<file path="src/rtl/mux4x16_pkg.sv">
// mux4x16_pkg: shared width default and select codes for the 4:1 datapath selector
package mux4x16_pkg;
    localparam int WIDTH_DEF = 16;
    localparam logic [1:0] SEL_A = 2'd0;
    localparam logic [1:0] SEL_B = 2'd1;
    localparam logic [1:0] SEL_C = 2'd2;
    localparam logic [1:0] SEL_D = 2'd3;
endpackage

</file>
<file path="src/rtl/mux4x16_mux4.sv">
// mux4: combinational WIDTH-bit 4:1 selector
module mux4
    import mux4x16_pkg::*;
#(
    parameter int WIDTH = WIDTH_DEF
) (
    input  logic [WIDTH-1:0] a,
    input  logic [WIDTH-1:0] b,
    input  logic [WIDTH-1:0] c,
    input  logic [WIDTH-1:0] d,
    input  logic [1:0]       s,
    output logic [WIDTH-1:0] y
);
    always_comb y = (s == SEL_A) ? a : (s == SEL_B) ? b : (s == SEL_C) ? c : d;
endmodule

</file>
<file path="src/rtl/mux4x16.sv">
// mux4x16: 4:1 WIDTH-bit selector with registered output and sync reset
module mux4x16
    import mux4x16_pkg::*;
#(
    parameter int               WIDTH     = WIDTH_DEF,
    parameter logic [WIDTH-1:0] RESET_VAL = '0
) (
    input  logic             CLK,
    input  logic             Reset,
    input  logic [WIDTH-1:0] A,
    input  logic [WIDTH-1:0] B,
    input  logic [WIDTH-1:0] C,
    input  logic [WIDTH-1:0] D,
    input  logic [1:0]       s,
    output logic [WIDTH-1:0] O
);
    logic [WIDTH-1:0] sel;
    mux4 #(.WIDTH(WIDTH)) u_mux4 (.a(A), .b(B), .c(C), .d(D), .s(s), .y(sel));
    always_ff @(posedge CLK)
        O <= Reset ? RESET_VAL : sel;
endmodule

</file>
<file path="config.mk">
export PLATFORM = sky130hd
export DESIGN_NAME = mux4x16
export DESIGN_NICKNAME = d
export VERILOG_FILES = /design/src/rtl/mux4x16_pkg.sv /design/src/rtl/mux4x16_mux4.sv /design/src/rtl/mux4x16.sv
export SDC_FILE = /design/constraint.sdc
export NUM_CORES = 1
export LEC_CHECK = 0
export ABC_AREA = 1
export CORE_MARGIN = 2
export CORE_UTILIZATION = 39
export DETAILED_ROUTE_END_ITERATION = 10
export PLACE_DENSITY = 0.86
export SYNTH_ARGS = -nofsm -noshare
export SYNTH_HDL_FRONTEND = slang
export SYNTH_HIERARCHICAL = 1
export SYNTH_SLANG_ARGS = --single-unit
</file>
<file path="constraint.sdc">
create_clock -name CLK -period 2.65 [get_ports CLK]
set_clock_uncertainty 0.1 [all_clocks]
set_input_delay 0.53 -clock CLK [delete_from_list [all_inputs] [get_ports CLK]]
set_output_delay 0.53 -clock CLK [all_outputs]
set_load 0.05 [all_outputs]
</file>
# After elaboration in Yosys (flattened, before gate mapping)
# Index checks and enable logic that the tools add are counted.
# Widths: inputs -> output; s select.
# totals
reg_bits	16
wordCells	7
out_inout_bits	16
inputBits	68
# classes
n_eq_ne	2
reduce_logical	1
n_mux	3
# op_table
op	count
$mux 16	3
$eq 2x1->1 const B	1
$eq 2x2->1 const B	1
$logic_not 2->1	1

# Longest topological paths before layout
# logic_depth
ltp_word	4
ltp_mapped	10
depth_no_buf	8

# Modules after synthesis
# The synthesis kept the hierarchy.
# by_module_without_submodules
mod	area_per_inst_um2	n_inst	seq_area_each_um2	cells_per_inst
mux4	799.5	1	0.0	169
mux4x16	474.2	1	320.3	50

# Worst setup path after synthesis
# Ideal clock, no wire load.
# synth_timing
path_type	input port to flip-flop
from	input s[0]
to	register O[12]
cell_stages	8
slack_ns	1.262
t_arrival_ns	1.177
setup_ns	0.111
n_path_buf	1
t_required_ns	2.439
cell_sequence	buf_6 -> inv_6 -> nand2_4 -> or2_1 -> nand2_1 -> nand2_1 -> inv_1 -> nor2_2
# synth_between
elab_chain_cells	4
elab_cells_between_ends	6
cone_classes	eq/ne (2); mux (3); reduce/logical (1)
# synth_lines
element	line	text
start, declared	mux4x16.sv:14	input logic [1:0] s,
$eq 2x2->1	mux4x16_mux4.sv:14	always_comb y = (s == SEL_A) ? a : (s == SEL_B) ? b : (s == SEL_C) ? c : d;
$mux 16 (2 in series)	mux4x16_mux4.sv:14	
$mux 16 *	mux4x16_mux4.sv:14	
via sel[12]	mux4x16.sv:17	logic [WIDTH-1:0] sel;
end signal, assigned	mux4x16.sv:20	O <= Reset ? RESET_VAL : sel;
end, declared	mux4x16.sv:15	output logic [WIDTH-1:0] O
# The timed path passes the listed nets; every way through them passes the cells marked *.
# A chain may end at the register's enable or synchronous reset.

# Worst setup path after layout
# layout_timing
from	register O[12]
to	output O[12]
# No word-level cell between the ends.

==> impl_metrics.env <==
export IMPL_vias=1421
export IMPL_fin_crit_ps=2039
export IMPL_fin_tns_setup_ps=0
export IMPL_ys_ff_latch=16
export IMPL_finalCritPeriodShare_pct=76.95
export IMPL_grt_usage_pct=18.74
export IMPL_hpwlAfterDp_um=2867
export IMPL_syn_cell_area_um2=1274
export IMPL_vias_per_cell=4.167
export IMPL_ctsResizeCount=0
export IMPL_synthArstFlopShare_pct=0
export IMPL_clk_pin_slew_ps=90
export IMPL_fin_nets=367
export IMPL_grt_pass1_vias=1231
export IMPL_ys_types=17
export IMPL_required_ps=2020
export IMPL_start_util_pct=41.38
export IMPL_hp_start="A[10]"
export IMPL_power_density_nw_per_um2=341.9
export IMPL_vdd_drop_max_mv=0.1213
export IMPL_clockBufferDepth=2
export IMPL_avgSynthCellArea_um2=5.816
export IMPL_netlist_top_cells_count="nand2_1, inv_1, dfxtp_1"
export IMPL_hold_viol=0
export IMPL_cp_start_kind="flip-flop"
export IMPL_ys_seq_area_share_pct=25.15
export IMPL_path_class="flip-flop to output port"
export IMPL_cp_end_kind="output port"
export IMPL_synth_ff_type="dfxtp_1"
export IMPL_cts_setup_buffers=0
export IMPL_worstHoldEndpoint="O[10]$_SDFF_PP0_"
export IMPL_syn_inst=219
export IMPL_route_antenna_remaining_nets=0
export IMPL_drc=0
export IMPL_yosysWarnings=6
export IMPL_fp_dieArea_um2=3739
export IMPL_postLayoutCoreUtil_pct=68.13
export IMPL_cap_violations=0
export IMPL_yosysTopAreaCell="nand2_1"
export IMPL_routedWlPerCell_um=9.941
export IMPL_grt_overflow_total=0
export IMPL_fmax_mhz=490.4
export IMPL_cp_data_arrival_time_ps=1410
export IMPL_tritoncts_num_buffers=3
export IMPL_path_delay_family="buffers and inverters"
export IMPL_synth_fp_nets=287
export IMPL_regMostFlops="O"
export IMPL_path_cells="clkdlybuf4s50_1"
export IMPL_chipWidth_um=61.15
export IMPL_drive_above_1_share_pct=4.714
export IMPL_grt_pass1_wl_um=5306
export IMPL_synth_edff_count=0
export IMPL_holdBufCountCts=0
export IMPL_synth_top_area_share_pct=27.70
export IMPL_yosysMostFrequentCell="nand2_1"
export IMPL_whs_path_depth=5
export IMPL_rsz0062_at_grt="false"
export IMPL_drv_slew=0
export IMPL_die_h_um=61.15
export IMPL_clock_root_buffer="clkbuf_4"
export IMPL_io_pins=84
export IMPL_syn2layout_area_growth_pct=64.64
export IMPL_antenna_found_initial=0
export IMPL_portBuffers=83
export IMPL_relSlewSlack_pct=58.69
export IMPL_timing_critical_path_buf_inv=1
export IMPL_dr_pass1_iters=5
export IMPL_worstHoldPathType="input port to flip-flop"
export IMPL_cts_tree="yes"
export IMPL_path_max_fanout=1
export IMPL_largest_reg_flops=16
export IMPL_htreeDepth=1
export IMPL_p_leak_nw=1.112
export IMPL_ys_top_cells_by_area="nand2_1, dfxtp_1, inv_1"
export IMPL_gp_congestion=0.8734
export IMPL_antenna_cells=0
export IMPL_slowest_stage="clkdlybuf4s50_1"
export IMPL_clock_sinks=16
export IMPL_grt_max_degree=19
export IMPL_reg_largest_list="O x16"
export IMPL_worst_pin_slew_ps=617.7
export IMPL_drtIter0Drc=42
export IMPL_rows=20
export IMPL_routed_wirelength_um=3390
export IMPL_status="finished clean"
export IMPL_core_um2=3078
export IMPL_max_stage_delay_ps=800
export IMPL_final_setup_viol_count=0
kinds of logic after synthesis:
family / Yosys count / share of synthesized area, %
AO/OA/AOI/OAI: 2 / 1.080
buffers and inverters: 57 / 22.40
AND/OR/NAND/NOR: 144 / 51.38
flip-flops: 16 / 25.15
layout by cell type, fill, tap and decap left out:
| master | Yosys | layout |
|---|---|---|
| buf_4 | 2 | 3 |
| clkbuf_4 | 0 | 3 |
| clkdlybuf4s50_1 | 0 | 83 |
| dfxtp_1 | 16 | 16 |
| inv_1 | 45 | 45 |
| inv_6 | 1 | 1 |
| nand2_1 | 94 | 94 |
| nand2_4 | 2 | 2 |
| nand3_1 | 14 | 14 |
| nand3b_1 | 14 | 14 |
| nor2_1 | 14 | 14 |
| nor2_2 | 3 | 3 |
| nor2_8 | 1 | 1 |
| o21ai_1 | 1 | 1 |
| o21ai_2 | 1 | 1 |
| or2_1 | 2 | 2 |
metrics by stage:
stage          instance area [µm²]  worst slack (ps)  instances  total power [mW]  hold WS [ps]
2_1_floorplan                 1274              1262        219            0.4629         614.0
3_5_place_dp                  2074             491.4        338            0.6068          1050
4_1_cts                       2097             591.0        341            0.7232         758.3
6_report                      2097             610.8        341            0.7169         763.1
5_1_grt                       2097             579.8        341            0.7636         780.0
3_3_place_gp                  2074             495.7        338            0.6034          1054
how the worst max path moves through the flow:
stage | endpoint | from | slack (ps) | cells past startpoint
finish | O[12] | O[12]$_SDFF_PP0_ | 610 | 1
CTS | O[12] | O[12]$_SDFF_PP0_ | 590 | 1
floorplan | O[12]$_SDFF_PP0_ | s[0] | 1260 | 8
global placement | O[10]$_SDFF_PP0_ | s[1] | 500 | 8
detailed placement | O[14]$_SDFF_PP0_ | s[1] | 490 | 8
global route | O[6] | O[6]$_SDFF_PP0_ | 580 | 1
report_power, final:
part | switching [mW] | internal (mW) | total [mW]
clock | 0.0644 | 0.0525 | 0.117
combinational | 0.172 | 0.164 | 0.336
sequential | 0.00447 | 0.260 | 0.264
total | 0.241 | 0.476 | 0.717
per-layer routing:
metal  vias to the layer above  track usage [%]  wire length (µm)
met2                        48            31.31              1704
met1                       580            24.87              1439
met4                         0            6.832                68
li1                        787                -                 -
met3                         6            2.101               177
met5                         -                0                 0
final cells by class:
cell class / count / area, µm²
fill: 271 / 980.9
timing repair buffer: 86 / 853.3
multi-input combinational: 146 / 668.1
sequential: 16 / 320.3
inverter: 46 / 177.7
tap: 44 / 55.05
clock buffer: 3 / 22.52
Note: power is estimated with default switching activity, not from simulation.
